**src/rtl/uart_fifo_bridge.sv**
```systemverilog
// Byte-buffering bridge between the memory stage and the UART ser/des pair:
// RX FIFO feeding core loads, TX FIFO drained into the serializer by a small FSM.
module uart_fifo_bridge #(
  parameter int DEPTH = 16,
  parameter int AW    = $clog2(DEPTH)
) (
  input  logic       clk,
  input  logic       rst,
  input  logic       uart_rd_en,
  output logic [7:0] uart_rx_data,
  output logic       empty,
  input  logic       uart_wr_en,
  input  logic [7:0] uart_tx_data,
  output logic       full,
  input  logic       rx_valid,
  input  logic [7:0] rx_data,
  output logic       tx_start,
  output logic [7:0] tx_data,
  input  logic       tx_busy,
  output logic       rx_overrun
);
  localparam int          CW       = AW + 1;
  localparam logic [AW:0] CNT_FULL = CW'(DEPTH);

  typedef enum logic [1:0] {IDLE, START, WAIT_BUSY, WAIT_DONE} state_t;
  state_t state, state_nx;

  // RX FIFO
  logic [7:0]    rx_mem [DEPTH];
  logic [AW-1:0] rx_wptr, rx_rptr;
  logic [AW:0]   rx_count;
  logic          rx_push, rx_pop;

  assign empty        = (rx_count == '0);
  assign rx_push      = rx_valid && (rx_count != CNT_FULL);
  assign rx_pop       = uart_rd_en && !empty;
  assign uart_rx_data = empty ? 8'h00 : rx_mem[rx_rptr];

  always_ff @(posedge clk or posedge rst) begin
    if (rst) begin
      rx_wptr    <= '0;
      rx_rptr    <= '0;
      rx_count   <= '0;
      rx_overrun <= 1'b0;
    end else begin
      if (rx_push) rx_wptr <= rx_wptr + AW'(1);
      if (rx_pop)  rx_rptr <= rx_rptr + AW'(1);
      rx_count <= rx_count + CW'(rx_push) - CW'(rx_pop);
      if (rx_valid && !rx_push) rx_overrun <= 1'b1;
    end
  end

  // Storage needs no reset: reads are masked while the FIFO is empty.
  always_ff @(posedge clk) begin
    if (rx_push) rx_mem[rx_wptr] <= rx_data;
  end

  // TX FIFO
  logic [7:0]    tx_mem [DEPTH];
  logic [AW-1:0] tx_wptr, tx_rptr;
  logic [AW:0]   tx_count;
  logic          tx_push, tx_pop;

  assign full    = (tx_count == CNT_FULL);
  assign tx_push = uart_wr_en && !full;
  assign tx_pop  = (state == IDLE) && (tx_count != '0) && !tx_busy;

  always_ff @(posedge clk or posedge rst) begin
    if (rst) begin
      tx_wptr  <= '0;
      tx_rptr  <= '0;
      tx_count <= '0;
      tx_data  <= 8'h00;
    end else begin
      if (tx_push) tx_wptr <= tx_wptr + AW'(1);
      if (tx_pop) begin
        tx_rptr <= tx_rptr + AW'(1);
        tx_data <= tx_mem[tx_rptr];
      end
      tx_count <= tx_count + CW'(tx_push) - CW'(tx_pop);
    end
  end

  always_ff @(posedge clk) begin
    if (tx_push) tx_mem[tx_wptr] <= uart_tx_data;
  end

  // Drain FSM: one byte in flight, handshake on tx_busy rise then fall.
  always_ff @(posedge clk or posedge rst) begin
    if (rst) state <= IDLE;
    else     state <= state_nx;
  end

  always_comb begin
    state_nx = state;
    case (state)
      IDLE:      if (tx_pop)   state_nx = START;
      START:                   state_nx = WAIT_BUSY;
      WAIT_BUSY: if (tx_busy)  state_nx = WAIT_DONE;
      WAIT_DONE: if (!tx_busy) state_nx = IDLE;
      default:                 state_nx = IDLE;
    endcase
  end

  // Decoded from the async-reset state register, so it drops as soon as rst rises.
  assign tx_start = (state == START);

endmodule
```
**config.mk**
```make
export PLATFORM = sky130hd
export DESIGN_NAME = uart_fifo_bridge
export DESIGN_NICKNAME = d
export VERILOG_FILES = /design/src/rtl/uart_fifo_bridge.sv
export SDC_FILE = /design/constraint.sdc
export NUM_CORES = 1
export LEC_CHECK = 0
export CORE_AREA = 4 4 179 181
export DETAILED_ROUTE_END_ITERATION = 12
export DIE_AREA = 0 0 183 185
export PLACE_DENSITY_LB_ADDON = 0.12
export RECOVER_POWER = 25
export SYNTH_ARGS = -nofsm -noshare
export SYNTH_HDL_FRONTEND = slang
export SYNTH_SLANG_ARGS = --single-unit
```
**constraint.sdc**
```tcl
create_clock -name clk -period 2.8 [get_ports clk]
set_input_delay 0.56 -clock clk [delete_from_list [all_inputs] [get_ports clk]]
set_output_delay 0.56 -clock clk [all_outputs]
set_load 0.05 [all_outputs]
```
==> metrics.cfg, run 1 <==
[critical_path]
cpPeakStageDelay_ns = 0.52
crit_top_cell = buf_12
rr_endpoint = tx_count[4]
reg2reg_slack_ns = 0.18
slowest_stage = mux4_2
crit_buf_inv = 3
reg2reg_from = tx_count[3]
cp-startpoint = rx_rptr[0]
worstPathArrival_ns = 2.30
crit_path_end = uart_rx_data[2]
endpoint_kind = output pin
path_cells = buf_12, buf_12, mux4_2, mux2i_2, o22ai_1, buf_12
crit_path_max_fanout = 6
critPathTopFamily = multiplexers
cp-start-kind = register
cp_num_cells = 6
cp.required_ns = 2.24
r2r_cells = 14
crit_type = register to output pin

[route]
drc_errors = 0
vias = 5813
drt_wl_total_um = 24350
antenna_left = 0
drtIter0Drc = 273
first_pass_iters = 5
via_per_inst = 5.135
wl_per_cell_um = 21.51

[final_layout]
most-common-layout-cells = edfxtp_1, buf_4, mux4_2
finalNetCount = 763
final_common_cell = edfxtp_1
drive_above_1_share_pct = 26.77
syn2layout_area_growth_pct = 20.69
fin_area_um2 = 14530
diodes = 0
fin_cells = 1132

[clock_tree]
path_clk_slew_ns = 0.06
htree_levels = 1
cts_tree = built
root_buffer = clkbuf_16
insertion_delay_ns = 0.53
clock-sinks = 293
cts_inserted_buffers = 31
clk_path_buf_depth = 3
hold_buffers = 0

[synthesis]
synth_seq_area_share_pct = 71.56
syn_inst = 608
async_flop_share_pct = 12.63
synth_cell_type_count = 44
ys_seq_elements = 293
ys.warnings.count = 0
synth_area_um2 = 12040
synth_edf_count = 256
synth.avg_cell_area_um2 = 19.80
ys.flop_type = edfxtp_1
syn_nets = 659

[floorplanning]
fp.dieArea_um2 = 33860
io_pins = 42
die_width_um = 183
start_util_pct = 39.56
die_h_um = 185
rows = 64
core_area_um2 = 30430

[hold_path]
hold_path_class = register to register
holdCritStartpoint = rx_overrun

[global_routing]
grt_pass1_vias = 6302
grt_max_degree = 35
grt_antenna_before_repair = 0
grt_overflow = 0
grt_pass1_wl_um = 37830
grt_usage_pct = 14.44

[power]
vdd_drop_max_mv = 0.6326
p_leak_nw = 5.109
p_per_area_nw_per_um2 = 1078

[timing]
hold_viol = 0
skew_ns = 0.007503
slew_headroom_pct = 41.88
fin_ws_ns = -0.05855
setup_violations = 6
drv_slew = 0
worstMarginPinSlew_ns = 0.8709
fin_crit_sh_pct = 102.1
rsz0062_at_grt = yes
max_freq_mhz = 349.8
period_needed_ns = 2.859
holdWs_ns = 0.4794

[placed_design]
placed_cells = 1065
detailed_place_hpwl_um = 15670
port_buffers = 41
place_congestion = 0.7224
placed_cell_area_um2 = 13280
pre_cts_ws_ns = 0.03728

[run_status]
outcome = complete, but fails checks
violations = negative setup slack

[flow_run]
maxCapViolations = 0

-- Yosys cell counts (4+ instances only) --
cell type	count	share of area, %
buf_1	4	0.12
mux4_2	40	7.5
a211oi_1	7	0.44
edfxtp_1	256	64
clkbuf_1	7	0.22
mux4_1	24	5.2
xor2_1	6	0.44
nor2b_1	4	0.21
buf_2	5	0.21
nand2_1	10	0.31
nor4_1	8	0.42
clkbuf_8	5	0.57
inv_1	30	0.94
a21oi_1	4	0.17
ha_1	27	2.8
dfrtp_1	37	7.7
and2_1	16	0.83
o22ai_1	15	0.78
nor2_1	12	0.37
nor3b_1	4	0.25
mux2i_1	26	2.2
xnor2_1	14	1.0
a21o_1	10	0.62
-- registers in the layout (all words and copies together) (netlist names) --
signal      count
tx_data         8
rx_overrun      1
rx_rptr         4
tx_count        5
state           2
rx_mem        128
rx_count        5
rx_wptr         4
tx_rptr         4
tx_mem        128
tx_wptr         4
-- cell families (layout without fill, tap and decap cells) --
| group | after synthesis | in the layout | synth area share, % |
|---|---|---|---|
| xor gates and xnor gates | 20 | 20 | 1.455 |
| buffers and inverters | 63 | 191 | 3.077 |
| DFF | 293 | 293 | 71.56 |
| adders and majority gates | 29 | 29 | 3.139 |
| AOI/OAI and AO/OA | 41 | 41 | 2.276 |
| and+or+nand+nor | 69 | 69 | 3.326 |
| muxes | 93 | 93 | 15.17 |
-- metrics by stage --
step,util [%],setup TNS (ns),total power [W]
2_1_floorplan,-,0,0.009551
3_3_place_gp,43.63,0,0.01128
3_5_place_dp,43.63,0,0.01142
4_1_cts,47.29,-0.5917,0.01566
5_1_grt,47.74,-0.8452,0.01650
6_report,47.74,-0.1741,0.01566
-- worst min path at each step --
stage,cells past startpoint,slack (ns),to
final,1,0.48,rx_overrun
after global routing,1,0.51,rx_overrun
after CTS,2,0.36,tx_count[4]
after detailed placement,1,0.46,rx_rptr[3]
after global placement,1,0.46,rx_rptr[3]
after floorplan,1,0.48,rx_rptr[2]
-- repair_timing --
item                       in CTS  in global routing
setup endpoints to repair      10                 10
cloned                          1                  2
resized for setup              24                 22
setup buffers                   3                  5
pin swaps                       0                  7
-- per-layer routing --
layer	share of wire (%)	up-vias	global-route usage, %
met5	0	-	0
met4	1.8	0	2.950
met3	3.2	33	2.160
met2	53	90	26.63
met1	42	3054	18.22
li1	-	2636	-
-- area by class of cell --
type | instances | area [um2]
Timing Repair Buffer | 103 | 1089
Tap cell | 396 | 495.5
Multi-Input combinational cell | 252 | 3243
Inverter | 31 | 116.4
Fill cell | 2546 | 15900
Clock inverter | 15 | 121.4
Sequential cell | 293 | 8615
Clock buffer | 42 | 847.1
-- where the power goes --
group | switching, W | leakage, nW | internal, W
registers | 0.000385 | 2.75 | 0.00542
clock network | 0.00158 | 0.479 | 0.00229
logic | 0.00311 | 1.88 | 0.00287
total | 0.00508 | 5.11 | 0.0106
(Power assumes the default switching activity.)
==> run 2: changes to the inputs <==
- RECOVER_POWER: 25 -> 50
==> run 2 against run 1 <==
  * The flow still finishes with violations (negative setup slack)
  * Fmax about the same
  * Clock power barely moved
  * Highest routed layer unchanged
  * Routed wire length unchanged
  * Sequential power about the same
  * Setup slack gained 0.0021 ns
==> metrics.cfg, run 2 (synthesis gave the netlist of run 1 again) <==
[critical_path]
cp.required_ns = 2.24
slowest_stage = mux4_2
cpPeakStageDelay_ns = 0.51
critPathTopFamily = multiplexers
crit_type = register to output pin
reg2reg_from = tx_count[3]
worstPathArrival_ns = 2.30
rr_endpoint = tx_count[4]
crit_path_max_fanout = 6
endpoint_kind = output pin
reg2reg_slack_ns = 0.15
crit_top_cell = buf_12
r2r_cells = 14
path_cells = buf_12, clkbuf_16, mux4_2, mux2i_2, o22ai_2, buf_12
crit_buf_inv = 3
cp-start-kind = register

[final_layout]
final_common_cell = edfxtp_1
syn2layout_area_growth_pct = 20.52
drive_above_1_share_pct = 26.22
finalNetCount = 763
n_fill_cell = 2552
regArea_um2 = 8615
fin_cells = 1132
fin_area_um2 = 14510
multi_input_area_um2 = 3231
diodes = 0
top_regs = rx_mem: 128 flops, tx_mem: 128 flops, tx_data: 8 flops
most-common-layout-cells = edfxtp_1, buf_4, mux4_2

[hold_path]
holdCritStartpoint = rx_overrun
min_to = rx_overrun
hold_path_class = register to register
min_path_cells = 1

[global_routing]
grt_pass1_wl_um = 37830
groute.layer.met2.usage_pct = 26.63
grt_pass1_vias = 6302
grt_overflow = 0
met1_usage_pct = 18.22
grt_max_degree = 35
grt_usage_pct = 14.44
grt-busiest-layer = met2
grt_antenna_before_repair = 0
met3_usage_pct = 2.160

[timing]
setup_violations = 6
fin_ws_ns = -0.05644
holdWs_ns = 0.4794
slew_headroom_pct = 41.92
drv_slew = 0
worstMarginPinSlew_ns = 0.8702
max_freq_mhz = 350.1
setup_tns_ns = -0.1735
fin_crit_sh_pct = 102.0
rsz0062_at_grt = yes
hold_viol = 0
skew_ns = 0.008011
period_needed_ns = 2.856

[run_status]
outcome = complete, but fails checks
violations = negative setup slack

[floorplanning]
die_width_um = 183
die_h_um = 185
io_pins = 42
fp.dieArea_um2 = 33860
core_area_um2 = 30430
start_util_pct = 39.56
rows = 64

[placed_design]
place_congestion = 0.7224
placed_cells = 1065
port_buffers = 41
placed_cell_area_um2 = 13280
detailed_place_hpwl_um = 15670

[route]
drc_errors = 0
via_per_inst = 5.122
drtIter0Drc = 277
antenna_left = 0
wl_per_cell_um = 21.51
drt_wl_total_um = 24350
first_pass_iters = 4
vias = 5798

[power]
p_leak_nw = 5.104
p_per_area_nw_per_um2 = 1078
vdd_drop_max_mv = 0.6326
finalPower_w = 0.01563

[clock_tree]
cts_inserted_buffers = 31
cts_tree = built
clock-sinks = 293
insertion_delay_ns = 0.53
root_buffer = clkbuf_16
htree_levels = 1
clk_path_buf_depth = 3
path_clk_slew_ns = 0.06

[flow_run]
maxCapViolations = 0

## run 2: worst register-to-register path, stage by stage, from the launching register on
cell      delay (ns)
dfrtp_1         0.38
inv_1           0.09
ha_1            0.15
or4b_4          0.44
nand3b_1        0.15
inv_2           0.07
ha_4            0.21
inv_1           0.05
ha_2            0.18
inv_2           0.04
fa_2            0.39
inv_2           0.05
a21oi_1         0.06
o21bai_1        0.18
xnor2_1         0.13
## run 2: repair_timing
action | in CTS | in global routing
pin swaps | 0 | 7
setup endpoints to repair | 10 | 10
gates cloned | 1 | 2
hold buffers | 0 | 0
resized for setup | 24 | 22
setup buffers | 3 | 5
## run 2: layout make-up
class | instances | area share, %
timing repair buffer | 103 | 7.452
clock inverter | 15 | 0.8366
multi-input combinational | 252 | 22.27
inverter | 31 | 0.8021
sequential | 293 | 59.38
clock buffer | 42 | 5.839
tap | 396 | 3.416
## run 2: worst max path at each step
stage                 from              end  depth (start not counted)
2_1_floorplan  rx_count[3]      rx_count[4]                         13
3_3_place_gp       tx_busy      tx_count[4]                         12
3_5_place_dp    uart_wr_en      tx_count[4]                         12
4_1_cts         rx_rptr[0]  uart_rx_data[6]                          6
5_1_grt         rx_rptr[0]  uart_rx_data[1]                          7
6_report        rx_rptr[0]  uart_rx_data[3]                          6
## run 2: report_power, final
part	total, W	switching, W	internal [W]	leakage (nW)
Clock	0.00387	0.00158	0.00229	0.479
Combinational	0.00596	0.00311	0.00286	1.87
Sequential	0.00580	0.000383	0.00542	2.75
Total	0.0156	0.00507	0.0106	5.10
## run 2: per-layer routing
layer  share of wire, %  wire, um
met2                 53     12980
met1                 42     10190
met3                3.0       738
met4                1.8       435
met5                  0         0
## run 2: through the flow
step	util, %	setup WS (ns)
after global routing	47.67	-0.1378
after global placement	43.63	0.1015
after detailed placement	43.63	0.03728
final	47.67	-0.05644
after CTS	47.29	-0.1036
after floorplan	-	0.01149
